[config.mk]
export PLATFORM = sky130hd
export DESIGN_NAME = icache_req_arb_mc_flat
export DESIGN_NICKNAME = d
export VERILOG_FILES = /design/src/rtl/icache_req_arb_mc_if.sv /design/src/rtl/icache_req_arb_mc.sv /design/src/flat_wrapper.sv
export SDC_FILE = /design/constraint.sdc
export NUM_CORES = 1
export LEC_CHECK = 0
export BUFFER_PORTS_ARGS = -buffer_cell sky130_fd_sc_hd__buf_2
export CAP_MARGIN = 20
export CORE_MARGIN = 3
export CORE_UTILIZATION = 30
export CTS_CLUSTER_SIZE = 40
export DETAILED_ROUTE_END_ITERATION = 8
export GPL_TIMING_DRIVEN = 0
export PLACE_DENSITY = 0.55
export SLEW_MARGIN = 20
export SYNTH_ARGS = -nofsm -noshare
export SYNTH_HDL_FRONTEND = slang
export SYNTH_SLANG_ARGS = --single-unit
[constraint.sdc]
create_clock -name clk -period 4.68 [get_ports clk]
set_input_delay 0.936 -clock clk [delete_from_list [all_inputs] [get_ports clk]]
set_output_delay 0.936 -clock clk [all_outputs]
set_load 0.02 [all_outputs]
[src/rtl/icache_req_arb_mc_if.sv]
`default_nettype none
// ============================================================================
//  Module   : icache_req_arb_mc_if
//  Purpose  : Bundles the request-side, MSHR-allocation and tag-request
//             handshakes of the N-channel icache request arbiter.
//  Signals  : ch_enable/req_vld/req_pld  -> per-channel requests (in to arb)
//             req_rdy                    -> per-channel accept (one-hot/zero)
//             alloc_vld/alloc_rdy/alloc_index -> MSHR allocation handshake
//             tag_req_*                  -> registered request to tag array
//  Modports : slave  - arbiter view
//             master - environment view (sources, MSHR, tag controller)
//  Revision : 1.0 - initial release
// ============================================================================
interface icache_req_arb_mc_if #(
  parameter int NUM_CH    = 3,
  parameter int PLD_WIDTH = 64,
  parameter int IDX_WIDTH = 3
);
  localparam int c_CH_W = (NUM_CH > 1) ? $clog2(NUM_CH) : 1;

  logic [NUM_CH-1:0]           ch_enable;
  logic [NUM_CH-1:0]           req_vld;
  logic [NUM_CH-1:0]           req_rdy;
  logic [NUM_CH*PLD_WIDTH-1:0] req_pld;

  logic                        alloc_vld;
  logic                        alloc_rdy;
  logic [IDX_WIDTH-1:0]        alloc_index;

  logic                        tag_req_vld;
  logic                        tag_req_rdy;
  logic [PLD_WIDTH-1:0]        tag_req_pld;
  logic [IDX_WIDTH-1:0]        tag_req_index;
  logic [c_CH_W-1:0]           tag_req_ch;

  modport slave (
    input  ch_enable, req_vld, req_pld, alloc_rdy, alloc_index, tag_req_rdy,
    output req_rdy, alloc_vld, tag_req_vld, tag_req_pld, tag_req_index,
           tag_req_ch
  );

  modport master (
    output ch_enable, req_vld, req_pld, alloc_rdy, alloc_index, tag_req_rdy,
    input  req_rdy, alloc_vld, tag_req_vld, tag_req_pld, tag_req_index,
           tag_req_ch
  );
endinterface
`default_nettype wire

[src/rtl/icache_req_arb_mc.sv]
`default_nettype none
// ============================================================================
//  Module   : icache_req_arb_mc
//  Purpose  : N-channel icache request arbiter. Grants at most one eligible
//             channel per cycle, strobes an MSHR allocation and registers the
//             winning payload, MSHR index and channel id into a one-entry
//             tag-request stage.
//             Winner priority: starved round-robin channels (lowest index),
//             then fixed-priority channels (lowest index), then round-robin.
//  Ports    : clk   - clock
//             rst_n - asynchronous active-low reset
//             bus   - icache_req_arb_mc_if.slave (requests, MSHR alloc,
//                     tag request)
//  Revision : 1.0 - initial release
// ============================================================================
module icache_req_arb_mc #(
  parameter int                   NUM_CH       = 3,
  parameter int                   PLD_WIDTH    = 64,
  parameter int                   IDX_WIDTH    = 3,
  parameter logic [NUM_CH-1:0]    HP_MASK      = 3'b001,
  parameter int                   STARVE_LIMIT = 8
) (
  input  wire logic            clk,
  input  wire logic            rst_n,
  icache_req_arb_mc_if.slave   bus
);

  localparam int c_CH_W  = (NUM_CH > 1) ? $clog2(NUM_CH) : 1;
  localparam int c_CNT_W = $clog2(STARVE_LIMIT + 1);
  localparam logic [c_CNT_W-1:0] c_LIMIT = c_CNT_W'(STARVE_LIMIT);
  localparam logic [c_CH_W-1:0]  c_LAST  = c_CH_W'(NUM_CH - 1);

  generate
    if (NUM_CH < 2) begin : g_bad_num_ch
      $error("icache_req_arb_mc: NUM_CH must be at least 2");
    end
    if (STARVE_LIMIT < 1) begin : g_bad_starve
      $error("icache_req_arb_mc: STARVE_LIMIT must be at least 1");
    end
  endgenerate

  // --------------------------------------------------------------------------
  // State
  // --------------------------------------------------------------------------
  logic [c_CH_W-1:0]               r_rr_ptr;
  logic [NUM_CH-1:0][c_CNT_W-1:0]  r_cnt;
  logic                            r_tag_vld;
  logic [PLD_WIDTH-1:0]            r_tag_pld;
  logic [IDX_WIDTH-1:0]            r_tag_index;
  logic [c_CH_W-1:0]               r_tag_ch;

  // --------------------------------------------------------------------------
  // Eligibility and grant condition
  // --------------------------------------------------------------------------
  logic [NUM_CH-1:0] w_elig;
  logic [NUM_CH-1:0] w_starved;
  logic              w_slot_free;
  logic              w_fire;

  assign w_elig = bus.req_vld & bus.ch_enable;

  // Stage is reusable when empty or being drained this cycle; this bypass
  // is what allows a grant every cycle under continuous tag acceptance.
  assign w_slot_free = !r_tag_vld || bus.tag_req_rdy;

  // rst_n gates the combinational handshakes so nothing is accepted while
  // the registered side is held in reset.
  assign w_fire = rst_n && (|w_elig) && bus.alloc_rdy && w_slot_free;

  // Only round-robin channels can be starved; fixed-priority channels never
  // carry a counter.
  always_comb begin
    w_starved = '0;
    for (int i = 0; i < NUM_CH; i++) begin
      if (!HP_MASK[i] && w_elig[i] && (r_cnt[i] == c_LIMIT)) begin
        w_starved[i] = 1'b1;
      end
    end
  end

  // --------------------------------------------------------------------------
  // Winner selection
  // --------------------------------------------------------------------------
  logic [c_CH_W-1:0] w_win;
  logic              w_win_rr;     // winner came from the round-robin tier
  logic              w_found;

  always_comb begin
    w_win    = '0;
    w_win_rr = 1'b0;
    w_found  = 1'b0;

    // Tier 1: starved channels, lowest index first.
    for (int i = 0; i < NUM_CH; i++) begin
      if (!w_found && w_starved[i]) begin
        w_win   = c_CH_W'(i);
        w_found = 1'b1;
      end
    end

    // Tier 2: fixed-priority channels, lowest index first.
    for (int i = 0; i < NUM_CH; i++) begin
      if (!w_found && HP_MASK[i] && w_elig[i]) begin
        w_win   = c_CH_W'(i);
        w_found = 1'b1;
      end
    end

    // Tier 3: round-robin search starting at the pointer, wrapping.
    for (int k = 0; k < NUM_CH; k++) begin
      int j;
      j = int'(r_rr_ptr) + k;
      if (j >= NUM_CH) begin
        j = j - NUM_CH;
      end
      if (!w_found && !HP_MASK[j] && w_elig[j]) begin
        w_win    = c_CH_W'(j);
        w_win_rr = 1'b1;
        w_found  = 1'b1;
      end
    end
  end

  // --------------------------------------------------------------------------
  // Handshake outputs
  // --------------------------------------------------------------------------
  logic [NUM_CH-1:0] w_grant;

  always_comb begin
    w_grant = '0;
    if (w_fire) begin
      w_grant[w_win] = 1'b1;
    end
  end

  assign bus.req_rdy   = w_grant;
  assign bus.alloc_vld = w_fire;

  // --------------------------------------------------------------------------
  // Round-robin pointer: advances past the winner only on tier-3 wins so
  // promoted or fixed-priority wins do not disturb the rotation.
  // --------------------------------------------------------------------------
  always_ff @(posedge clk or negedge rst_n) begin
    if (!rst_n) begin
      r_rr_ptr <= '0;
    end else if (w_fire && w_win_rr) begin
      r_rr_ptr <= (w_win == c_LAST) ? '0 : w_win + c_CH_W'(1);
    end
  end

  // --------------------------------------------------------------------------
  // Starvation counters. Leaving the eligible set (invalid or disabled)
  // clears the count regardless of fire; otherwise counts only move on
  // fire cycles.
  // --------------------------------------------------------------------------
  always_ff @(posedge clk or negedge rst_n) begin
    if (!rst_n) begin
      r_cnt <= '0;
    end else begin
      for (int i = 0; i < NUM_CH; i++) begin
        if (HP_MASK[i] || !w_elig[i]) begin
          r_cnt[i] <= '0;
        end else if (w_fire) begin
          if (w_grant[i]) begin
            r_cnt[i] <= '0;
          end else if (r_cnt[i] != c_LIMIT) begin
            r_cnt[i] <= r_cnt[i] + c_CNT_W'(1);
          end
        end
      end
    end
  end

  // --------------------------------------------------------------------------
  // One-entry tag-request stage. Contents change only on a grant, so they
  // hold still under back-pressure.
  // --------------------------------------------------------------------------
  always_ff @(posedge clk or negedge rst_n) begin
    if (!rst_n) begin
      r_tag_vld   <= 1'b0;
      r_tag_pld   <= '0;
      r_tag_index <= '0;
      r_tag_ch    <= '0;
    end else if (w_fire) begin
      r_tag_vld   <= 1'b1;
      r_tag_pld   <= bus.req_pld[w_win*PLD_WIDTH +: PLD_WIDTH];
      r_tag_index <= bus.alloc_index;
      r_tag_ch    <= w_win;
    end else if (bus.tag_req_rdy) begin
      r_tag_vld   <= 1'b0;
    end
  end

  assign bus.tag_req_vld   = r_tag_vld;
  assign bus.tag_req_pld   = r_tag_pld;
  assign bus.tag_req_index = r_tag_index;
  assign bus.tag_req_ch    = r_tag_ch;

endmodule
`default_nettype wire

[src/flat_wrapper.sv]
// flat-port wrapper written by rule: the top's interface ports become plain ports
module icache_req_arb_mc_flat 
#(
  parameter int                   NUM_CH       = 3,
  parameter int                   PLD_WIDTH    = 64,
  parameter int                   IDX_WIDTH    = 3,
  parameter logic [NUM_CH-1:0]    HP_MASK      = 3'b001,
  parameter int                   STARVE_LIMIT = 8
)
  (clk, rst_n, bus_ch_enable, bus_req_vld, bus_req_pld, bus_alloc_rdy, bus_alloc_index, bus_tag_req_rdy, bus_req_rdy, bus_alloc_vld, bus_tag_req_vld, bus_tag_req_pld, bus_tag_req_index, bus_tag_req_ch);
  icache_req_arb_mc_if #(.NUM_CH(NUM_CH), .PLD_WIDTH(PLD_WIDTH), .IDX_WIDTH(IDX_WIDTH)) bus_i ();
  input  wire logic clk;
  input  wire logic rst_n;
  input wire logic [$bits(bus_i.ch_enable)-1:0] bus_ch_enable;
  input wire logic [$bits(bus_i.req_vld)-1:0] bus_req_vld;
  input wire logic [$bits(bus_i.req_pld)-1:0] bus_req_pld;
  input wire logic [$bits(bus_i.alloc_rdy)-1:0] bus_alloc_rdy;
  input wire logic [$bits(bus_i.alloc_index)-1:0] bus_alloc_index;
  input wire logic [$bits(bus_i.tag_req_rdy)-1:0] bus_tag_req_rdy;
  output wire logic [$bits(bus_i.req_rdy)-1:0] bus_req_rdy;
  output wire logic [$bits(bus_i.alloc_vld)-1:0] bus_alloc_vld;
  output wire logic [$bits(bus_i.tag_req_vld)-1:0] bus_tag_req_vld;
  output wire logic [$bits(bus_i.tag_req_pld)-1:0] bus_tag_req_pld;
  output wire logic [$bits(bus_i.tag_req_index)-1:0] bus_tag_req_index;
  output wire logic [$bits(bus_i.tag_req_ch)-1:0] bus_tag_req_ch;
  assign bus_i.ch_enable = bus_ch_enable;
  assign bus_i.req_vld = bus_req_vld;
  assign bus_i.req_pld = bus_req_pld;
  assign bus_i.alloc_rdy = bus_alloc_rdy;
  assign bus_i.alloc_index = bus_alloc_index;
  assign bus_i.tag_req_rdy = bus_tag_req_rdy;
  assign bus_req_rdy = bus_i.req_rdy;
  assign bus_alloc_vld = bus_i.alloc_vld;
  assign bus_tag_req_vld = bus_i.tag_req_vld;
  assign bus_tag_req_pld = bus_i.tag_req_pld;
  assign bus_tag_req_index = bus_i.tag_req_index;
  assign bus_tag_req_ch = bus_i.tag_req_ch;
  icache_req_arb_mc #(.NUM_CH(NUM_CH), .PLD_WIDTH(PLD_WIDTH), .IDX_WIDTH(IDX_WIDTH), .HP_MASK(HP_MASK), .STARVE_LIMIT(STARVE_LIMIT)) u_core (.clk(clk), .rst_n(rst_n), .bus(bus_i));
endmodule
==> results.yml, run 1 <==
timing:
  worst_pin_slew_ps: 685
  grt_setup_unrepaired: "no"
  slew-limit-headroom_pct: 54.4
  post-route-min-period_ps: 4310
  skew_ps: 9.06
  finalSetupTns_ps: 0
  max_clock_freq_mhz: 232
  setup_viol: 0
  hold_viol: 0
  timing.final.crit_share_pct: 92.2
  report.final.slew_viol_count: 0
routing:
  drt-initial-drc-count: 367
  dr.pass1.iters: 5
  wl_per_cell_um: 18.7
  vias_per_cell: 5.32
  drc_errors: 0
  ant_nets: 0
  via_count: 5803
  routed_wl_mm: 20.4
die:
  ios: 279
  chipWidth_um: 134
  num_rows: 46
  start_util_pct: 30.8
  die_area_um2: 17900
  die_h_um: 134
  core-area_um2: 15900
logic_synthesis:
  yosysTopAreaCell: "dfrtp_1"
  syn-cell-area_um2: 4890
  synth_ff_type: "dfrtp_1"
  synth_nets: 790
  yosys.cell_types.count: 43
  synth_area_leaders: "dfrtp_1 41%, nand3_1 14%, a41oi_1 9.9%"
  synth_seq_area_share_pct: 41.0
  ys_ff_latch: 80
  synth.top_cell.area_share_pct: 41.0
  async_reset_ff_share_pct: 100
  yosys_warnings: 0
  synthCells: 577
  avgSynthCellArea_um2: 8.47
  synth_edf_count: 0
clocking:
  cts_setup_buffers: 0
  htreeDepth: 3
  cts_buffer_depth: 2
  clkLatencyLatePin_ps: 340
  clockRootBuffer: "clkbuf_16"
  postCtsHoldBufs: 0
  cts.sinks: 80
  cts_made_buffers: 9
  cts_tree: "built"
  cts.clk_slew.worst_paths_ps: 60
  cts_resized: 0
finish:
  final_nets: 1084
  nFillCells: 1680
  final_area_um2: 6900
  n_antenna_cell: 0
  layout-drive-gt1-share_pct: 38.4
  areaGrowthSynthToFinish_pct: 41.2
status:
  status: "complete, no violations"
global_routing:
  grt_pass1_wl_mm: 31.6
  grt_use_total_pct: 22.3
  grt_max_degree: 35
  antenna_found_initial: 0
  grt_overflow: 0
  grt_pass1_vias: 5858
place:
  hpwl_mm: 15.4
  port_buffers: 278
  placed_area_um2: 6590
  gp_congestion: 0.836
power_and_ir_drop:
  leakage_nw: 3.03
  ir_drop_uv: 334
  power_mw: 4.64
  p_per_area_nw_per_um2: 672
setup_path:
  cp_slowest_cell: "a31oi_2"
  path_cells: "buf_2 > nand2_1 > o31a_1 > a31oi_2 > buf_2 > buf_4 > nand3_1 > a21oi_1 > buf_2"
  worst-endpoint-required_ps: 3740
  cp.arrival_ps: 3380
  cp_top_family: "compound AO/OA/AOI/OAI gates"
  critPathKind: "in -> out"
  start_kind: "primary input"
  critPathMaxFanout: 10
  ff2ff_path_depth: 10
  cp_common_cell: "buf_2"
  regToRegSetupSlack_ps: 1830
  end_kind: "primary output"
  worstReg2RegEnd: "u_core.bus.tag_req_pld[59]"
  r2r-start: "u_core.r_rr_ptr[1]"
  slowest_delay_ps: 480
  crit_buf_inv: 4
min_path:
  hp-start: "u_core.bus.tag_req_index[1]"
  hold_class: "reg -> reg"
  min_to: "u_core.bus.tag_req_index[1]"
  min_path_cells: 2
job:
  drv_cap: 0
## cell type report
cell class / instances / area (µm²) / share of cell area (%)
plain buffers: 59 / 288 / 4.17
clock buffers: 12 / 246 / 3.57
clock inverters: 3 / 42.5 / 0.616
inverters: 8 / 30.0 / 0.435
multi-input cells: 430 / 2570 / 37.2
flip-flops and latches: 80 / 2000 / 29.0
well taps: 216 / 270 / 3.92
repair buffers: 283 / 1460 / 21.1
## per-layer routing
metal / part of all wire [%] / track usage, %
met5: 0 / 0
met4: 2.3 / 8.69
met3: 7.4 / 4.53
met2: 47 / 36.7
met1: 43 / 28.8
## synthesized netlist by cell type, types with 5 or more instances
library cell / number
nand3_1: 135
dfrtp_1: 80
nor2_1: 66
a41oi_1: 55
o21ai_0: 47
clkbuf_1: 35
nand2_1: 24
o21ai_1: 22
a21oi_1: 13
buf_2: 13
a41oi_2: 10
ha_1: 8
buf_4: 7
inv_1: 7
nor3_1: 6
nand4_1: 5
## metrics by stage
stage,util [%],std cells,setup WS (ps),hold WS (ps)
after floorplan,-,577,1130,522
after global placement,41.2,1071,-1050,454
after detailed placement,41.5,1073,339,465
after CTS,43.3,1088,279,479
after global routing,43.5,1091,146,508
final,43.5,1091,367,479
## worst reg2reg max path: cells and delay by family, from the launching register on
kind,cells,cell delay (ps)
AOI/OAI and AO/OA,5,1080
buffers and inverters,3,850
DFF,1,370
adders and majority gates,1,280
and+or+nand+nor,1,190
## state kept, by name, summed over array words and instances, names as in the netlist
name / flops
u_core.bus.tag_req_ch: 2
u_core.bus.tag_req_index: 3
u_core.bus.tag_req_pld: 64
u_core.bus.tag_req_vld: 1
u_core.r_cnt: 8
u_core.r_rr_ptr: 2
## worst max-delay path by stage
| stage | endpoint | startpoint | cells after the start |
|---|---|---|---|
| after floorplan | bus_req_rdy[0] | bus_req_vld[2] | 7 |
| after global placement | bus_alloc_vld | rst_n | 6 |
| after detailed placement | bus_req_rdy[0] | bus_ch_enable[2] | 9 |
| after CTS | bus_req_rdy[0] | u_core.r_rr_ptr[0] | 10 |
| after global routing | bus_alloc_vld | rst_n | 7 |
| final | bus_req_rdy[0] | bus_ch_enable[2] | 9 |
## report_power, final
group          total, mW  switching (mW)  internal [mW]
sequential          1.15           0.165          0.988
clock              0.718           0.293          0.425
combinational       2.77            1.79          0.981
## cells by family after synthesis
group,synth area share (%)
AOI/OAI and AO/OA,26.0
adders and majority gates,2.05
buffers and inverters,6.50
DFF,41.0
and+or+nand+nor,24.5
## cell usage in the layout (no fill, tap or decap), types with 5 or more instances in the layout
cell type	count
clkbuf_1	37
dfrtp_1	80
ha_1	8
clkbuf_16	9
buf_4	11
o21ai_1	22
o21ai_0	47
nand4_1	5
a21oi_1	13
nand2_1	24
nand3_1	135
inv_1	7
nor3_1	6
buf_2	290
a41oi_2	10
a41oi_1	55
nor2_1	66
Note: power is estimated with default switching activity, not from simulation.
==> run 2: changes to the inputs <==
- BUFFER_PORTS_ARGS: -buffer_cell sky130_fd_sc_hd__buf_2 -> default
- CORE_ASPECT_RATIO: default -> 1.25
- DONT_BUFFER_PORTS: default -> 1
- PLACE_DENSITY: 0.55 -> 0.41
- SLEW_MARGIN: 20 -> 0
==> run 2 against run 1 <==
Flip-flop and latch count unchanged; worst setup slack worse by 92 ps; clock power up 6.0%; power down 6.9%; register-to-register slack worse by 160 ps; sequential share of layout area up 7.7 points; die area about the same; first-iteration DRC count down 26%.
==> results.yml, run 2 (synthesized netlist as in run 1, its figures left out) <==
finish:
  areaGrowthSynthToFinish_pct: 11.6
  final_nets: 801
  mostFrequentLayoutCell: "nand3_1"
  fin_cells: 804
  final_cell_mix: "135 x nand3_1, 80 x dfrtp_1, 66 x nor2_1"
  n_antenna_cell: 0
  layout-drive-gt1-share_pct: 9.12
  largest_reg_flops: 64
  final_area_um2: 5460
setup_path:
  crit_buf_inv: 3
  slowest_delay_ps: 540
  cp_slowest_cell: "a31oi_2"
  path_cells: "inv_1 > ha_1 > nand3b_1 > a21oi_1 > o21a_1 > a31oi_2 > buf_2 > buf_4 > nand3_1 > a21oi_1"
  start_kind: "register"
  end_kind: "primary output"
  cp_common_cell: "a21oi_1"
  worst-endpoint-required_ps: 3740
  regToRegSetupSlack_ps: 1670
  r2r-start: "u_core.r_rr_ptr[0]"
  cp_top_family: "compound AO/OA/AOI/OAI gates"
  crit_path_start: "u_core.r_rr_ptr[1]"
  critPathKind: "reg -> out"
  critPathMaxFanout: 10
  cp.arrival_ps: 3470
place:
  placed_area_um2: 5150
  dp_cells: 789
  gp_congestion: 0.780
  port_buffers: 0
  hpwl_mm: 14.7
timing:
  timing.final.crit_share_pct: 94.1
  hold_ws_ps: 279
  setup_viol: 0
  max_clock_freq_mhz: 227
  report.final.slew_viol_count: 0
  post-route-min-period_ps: 4400
  finalSetupTns_ps: 0
  skew_ps: 8.38
  grt_setup_unrepaired: "no"
  hold_viol: 0
  slew-limit-headroom_pct: 56.0
  worst_pin_slew_ps: 660
global_routing:
  grt_use_total_pct: 21.5
  grt_pass1_vias: 5101
  grt_max_degree: 83
  antenna_found_initial: 0
  grt_pass1_wl_mm: 29.8
  grt_overflow: 0
clocking:
  cts_made_buffers: 9
  clockRootBuffer: "clkbuf_16"
  cts_buffer_depth: 2
  cts_setup_buffers: 0
  htreeDepth: 3
  clkLatencyLatePin_ps: 350
  postCtsHoldBufs: 0
  cts.sinks: 80
  cts.clk_slew.worst_paths_ps: 60
  cts_tree: "built"
  cts_resized: 0
routing:
  ant_nets: 0
  via_count: 4912
  vias_per_cell: 6.11
  drt-initial-drc-count: 272
  dr.pass1.iters: 6
  drc_errors: 0
  wl_per_cell_um: 24.9
  routed_wl_mm: 20.0
min_path:
  hold_class: "in -> async"
power_and_ir_drop:
  leakage_nw: 1.94
  p_per_area_nw_per_um2: 792
  ir_drop_uv: 260
status:
  status: "complete, no violations"
die:
  die_area_um2: 17900
  die_h_um: 149
  chipWidth_um: 120
  start_util_pct: 31.0
  ios: 279
  num_rows: 51
  core-area_um2: 15800
job:
  drv_cap: 0
## run 2: cell types whose count changed in the layout (fill, tap and decap cells not counted)
| cell | previous run | this run |
|---|---|---|
| clkbuf_8 | 1 | 0 |
| clkinvlp_4 | 1 | 0 |
| buf_4 | 11 | 7 |
| buf_2 | 290 | 13 |
| bufinv_16 | 1 | 2 |
| clkbuf_1 | 37 | 36 |
| clkinv_2 | 1 | 2 |
| clkbuf_2 | 1 | 2 |
| buf_12 | 2 | 0 |
## run 2: worst paths after layout
path	end	cells after the start
max in group asynchronous	u_core.bus.tag_req_pld[5]	0
worst min register to register	u_core.r_cnt[7]	2
min in group clk	u_core.r_cnt[7]	2
worst max-delay path	bus_req_rdy[0]	10
worst max register to register	u_core.bus.tag_req_pld[1]	9
worst min-delay path	u_core.bus.tag_req_pld[50]	0
## run 2: layer usage
metal	vias up	track usage (%)	share of wire [%]
li1	2206	-	-
met1	2412	26.5	39
met2	250	35.4	50
met3	44	5.29	7.7
met4	0	10.1	3.6
met5	-	0	0
## run 2: layout make-up
class,instances,area [µm²]
Inverter,8,30.0
Tap cell,212,265
Clock buffer,11,233
Multi-Input combinational cell,430,2570
Clock inverter,4,70.1
Buffer,59,289
Fill cell,1721,10300
Sequential cell,80,2000
## run 2: report_power, final
group / internal (mW) / switching (mW)
registers: 0.985 / 0.613
clock network: 0.464 / 0.298
logic: 0.707 / 1.26
## run 2: metrics by stage
stage / setup slack [ps] / power [mW] / utilization [%]
after floorplan: 1130 / 2.97 / -
after global routing: 43.4 / 4.62 / 34.6
after CTS: 74.7 / 4.35 / 34.6
after detailed placement: 205 / 3.58 / 32.7
final: 275 / 4.32 / 34.6
after global placement: 235 / 3.55 / 32.7
==> run 3: changes to the inputs <==
- CAP_MARGIN: 20 -> 15
- CORE_ASPECT_RATIO: 1.25 -> default
- CTS_CLUSTER_DIAMETER: default -> 80
==> run 3 against run 2 <==
Final area fell by 0.39%; highest routed layer unchanged; non-clock buffer count did not move; largest cell class unchanged; count of clock-buffer cells in the layout rose by 3; clock skew fell by 0.70 ps; combinational power barely moved.
==> results.yml, run 3 (synthesized netlist as in run 1, its figures left out) <==
status:
  status: "complete, no violations"
global_routing:
  grt_use_total_pct: 21.7
  grt_overflow: 0
  antenna_found_initial: 1
  grt_pass1_wl_mm: 30.2
  grt_max_degree: 83
  grt_pass1_vias: 5063
place:
  gp_congestion: 0.806
  port_buffers: 0
  hpwl_mm: 14.8
timing:
  hold_ws_ps: 290
  finalSetupTns_ps: 0
  slew-limit-headroom_pct: 54.7
  post-route-min-period_ps: 4380
  grt_setup_unrepaired: "no"
  hold_viol: 0
  skew_ps: 7.67
  setup_viol: 0
  report.final.slew_viol_count: 0
  max_clock_freq_mhz: 228
  worst_pin_slew_ps: 680
  timing.final.crit_share_pct: 93.5
finish:
  layout-drive-gt1-share_pct: 8.97
  areaGrowthSynthToFinish_pct: 11.2
  largest_reg_flops: 64
  final_cell_mix: "135 x nand3_1, 80 x dfrtp_1, 66 x nor2_1"
  mostFrequentLayoutCell: "nand3_1"
  nFillCells: 1717
  final_nets: 801
power_and_ir_drop:
  leakage_nw: 1.92
  ir_drop_uv: 222
  p_per_area_nw_per_um2: 779
setup_path:
  path_cells: "inv_1 > ha_1 > nand3b_1 > a21boi_0 > o32ai_2 > nand4_1 > clkbuf_1 > a21oi_1"
  slowest_delay_ps: 590
  crit_path_start: "u_core.r_rr_ptr[0]"
  start_kind: "register"
  end_kind: "primary output"
  crit_buf_inv: 2
  cp_top_family: "compound AO/OA/AOI/OAI gates"
  critPathKind: "reg -> out"
  cp.arrival_ps: 3440
  worst-endpoint-required_ps: 3740
  cp_slowest_cell: "nand4_1"
  r2r-start: "u_core.r_rr_ptr[0]"
  critPathMaxFanout: 10
routing:
  wl_per_cell_um: 24.5
  drc_errors: 0
  drt-initial-drc-count: 359
  routed_wl_mm: 19.8
  dr.pass1.iters: 5
  vias_per_cell: 6.06
  ant_nets: 0
  via_count: 4894
clocking:
  clkLatencyLatePin_ps: 340
  htreeDepth: 3
  cts_buffer_depth: 2
  cts.sinks: 80
  cts_tree: "built"
  clockRootBuffer: "clkbuf_16"
  cts_made_buffers: 9
  cts.clk_slew.worst_paths_ps: 60
  postCtsHoldBufs: 0
die:
  start_util_pct: 30.8
  ios: 279
  num_rows: 46
  chipWidth_um: 134
  die_area_um2: 17900
  die_h_um: 134
  core-area_um2: 15900
job:
  drv_cap: 0
min_path:
  hold_class: "in -> async"
## run 3: what timing repair did
| item | 4_1_cts | 5_1_grt |
|---|---|---|
| resized for setup | 0 | 2 |
| buffers inserted | 0 | 0 |
| setup endpoints to repair | 0 | 1 |
## run 3: cell type report
cell class | instances | area [µm²] | area share [%]
antenna | 1 | 2.50 | 0.0460
buffer | 59 | 289 | 5.32
clock buffer | 14 | 274 | 5.04
inverter | 8 | 30.0 | 0.552
multi-input combinational | 430 | 2570 | 47.2
sequential | 80 | 2000 | 36.8
tap | 216 | 270 | 4.97
## run 3: path summary, 6_finish.rpt
check                      depth (start not counted)                         end  slack [ps]
max                                                8              bus_req_rdy[0]         300
min                                                0  u_core.bus.tag_req_pld[54]         290
max reg2reg                                        9  u_core.bus.tag_req_pld[61]        1600
min reg2reg                                        2             u_core.r_cnt[5]         570
max in group asynchronous                          0  u_core.bus.tag_req_pld[63]        4260
min in group clk                                   2             u_core.r_cnt[5]         570
## run 3: report_power, final
group	switching, mW	internal, mW	total [mW]	leakage [nW]
sequential	0.621	0.986	1.61	0.909
clock	0.274	0.398	0.672	0.135
combinational	1.25	0.707	1.96	0.878
total	2.15	2.09	4.24	1.92
## run 3: through the flow
step                std cells  power (mW)  instance area, µm²  util [%]  setup slack, ps
global placement          793        3.55                5160      32.5              313
detailed placement        793        3.59                5160      32.5              279
finish                    808        4.24                5440      34.2              302
CTS                       807        4.28                5430      34.2             95.6
global route              808        4.56                5440      34.2             65.2
floorplan                 577        2.97                4890         -             1130
## run 3: routing by layer
layer	share of wire, %	track usage, %
met2	48	35.5
met5	0	0
met1	41	27.0
met4	2.0	6.80
met3	9.0	7.52
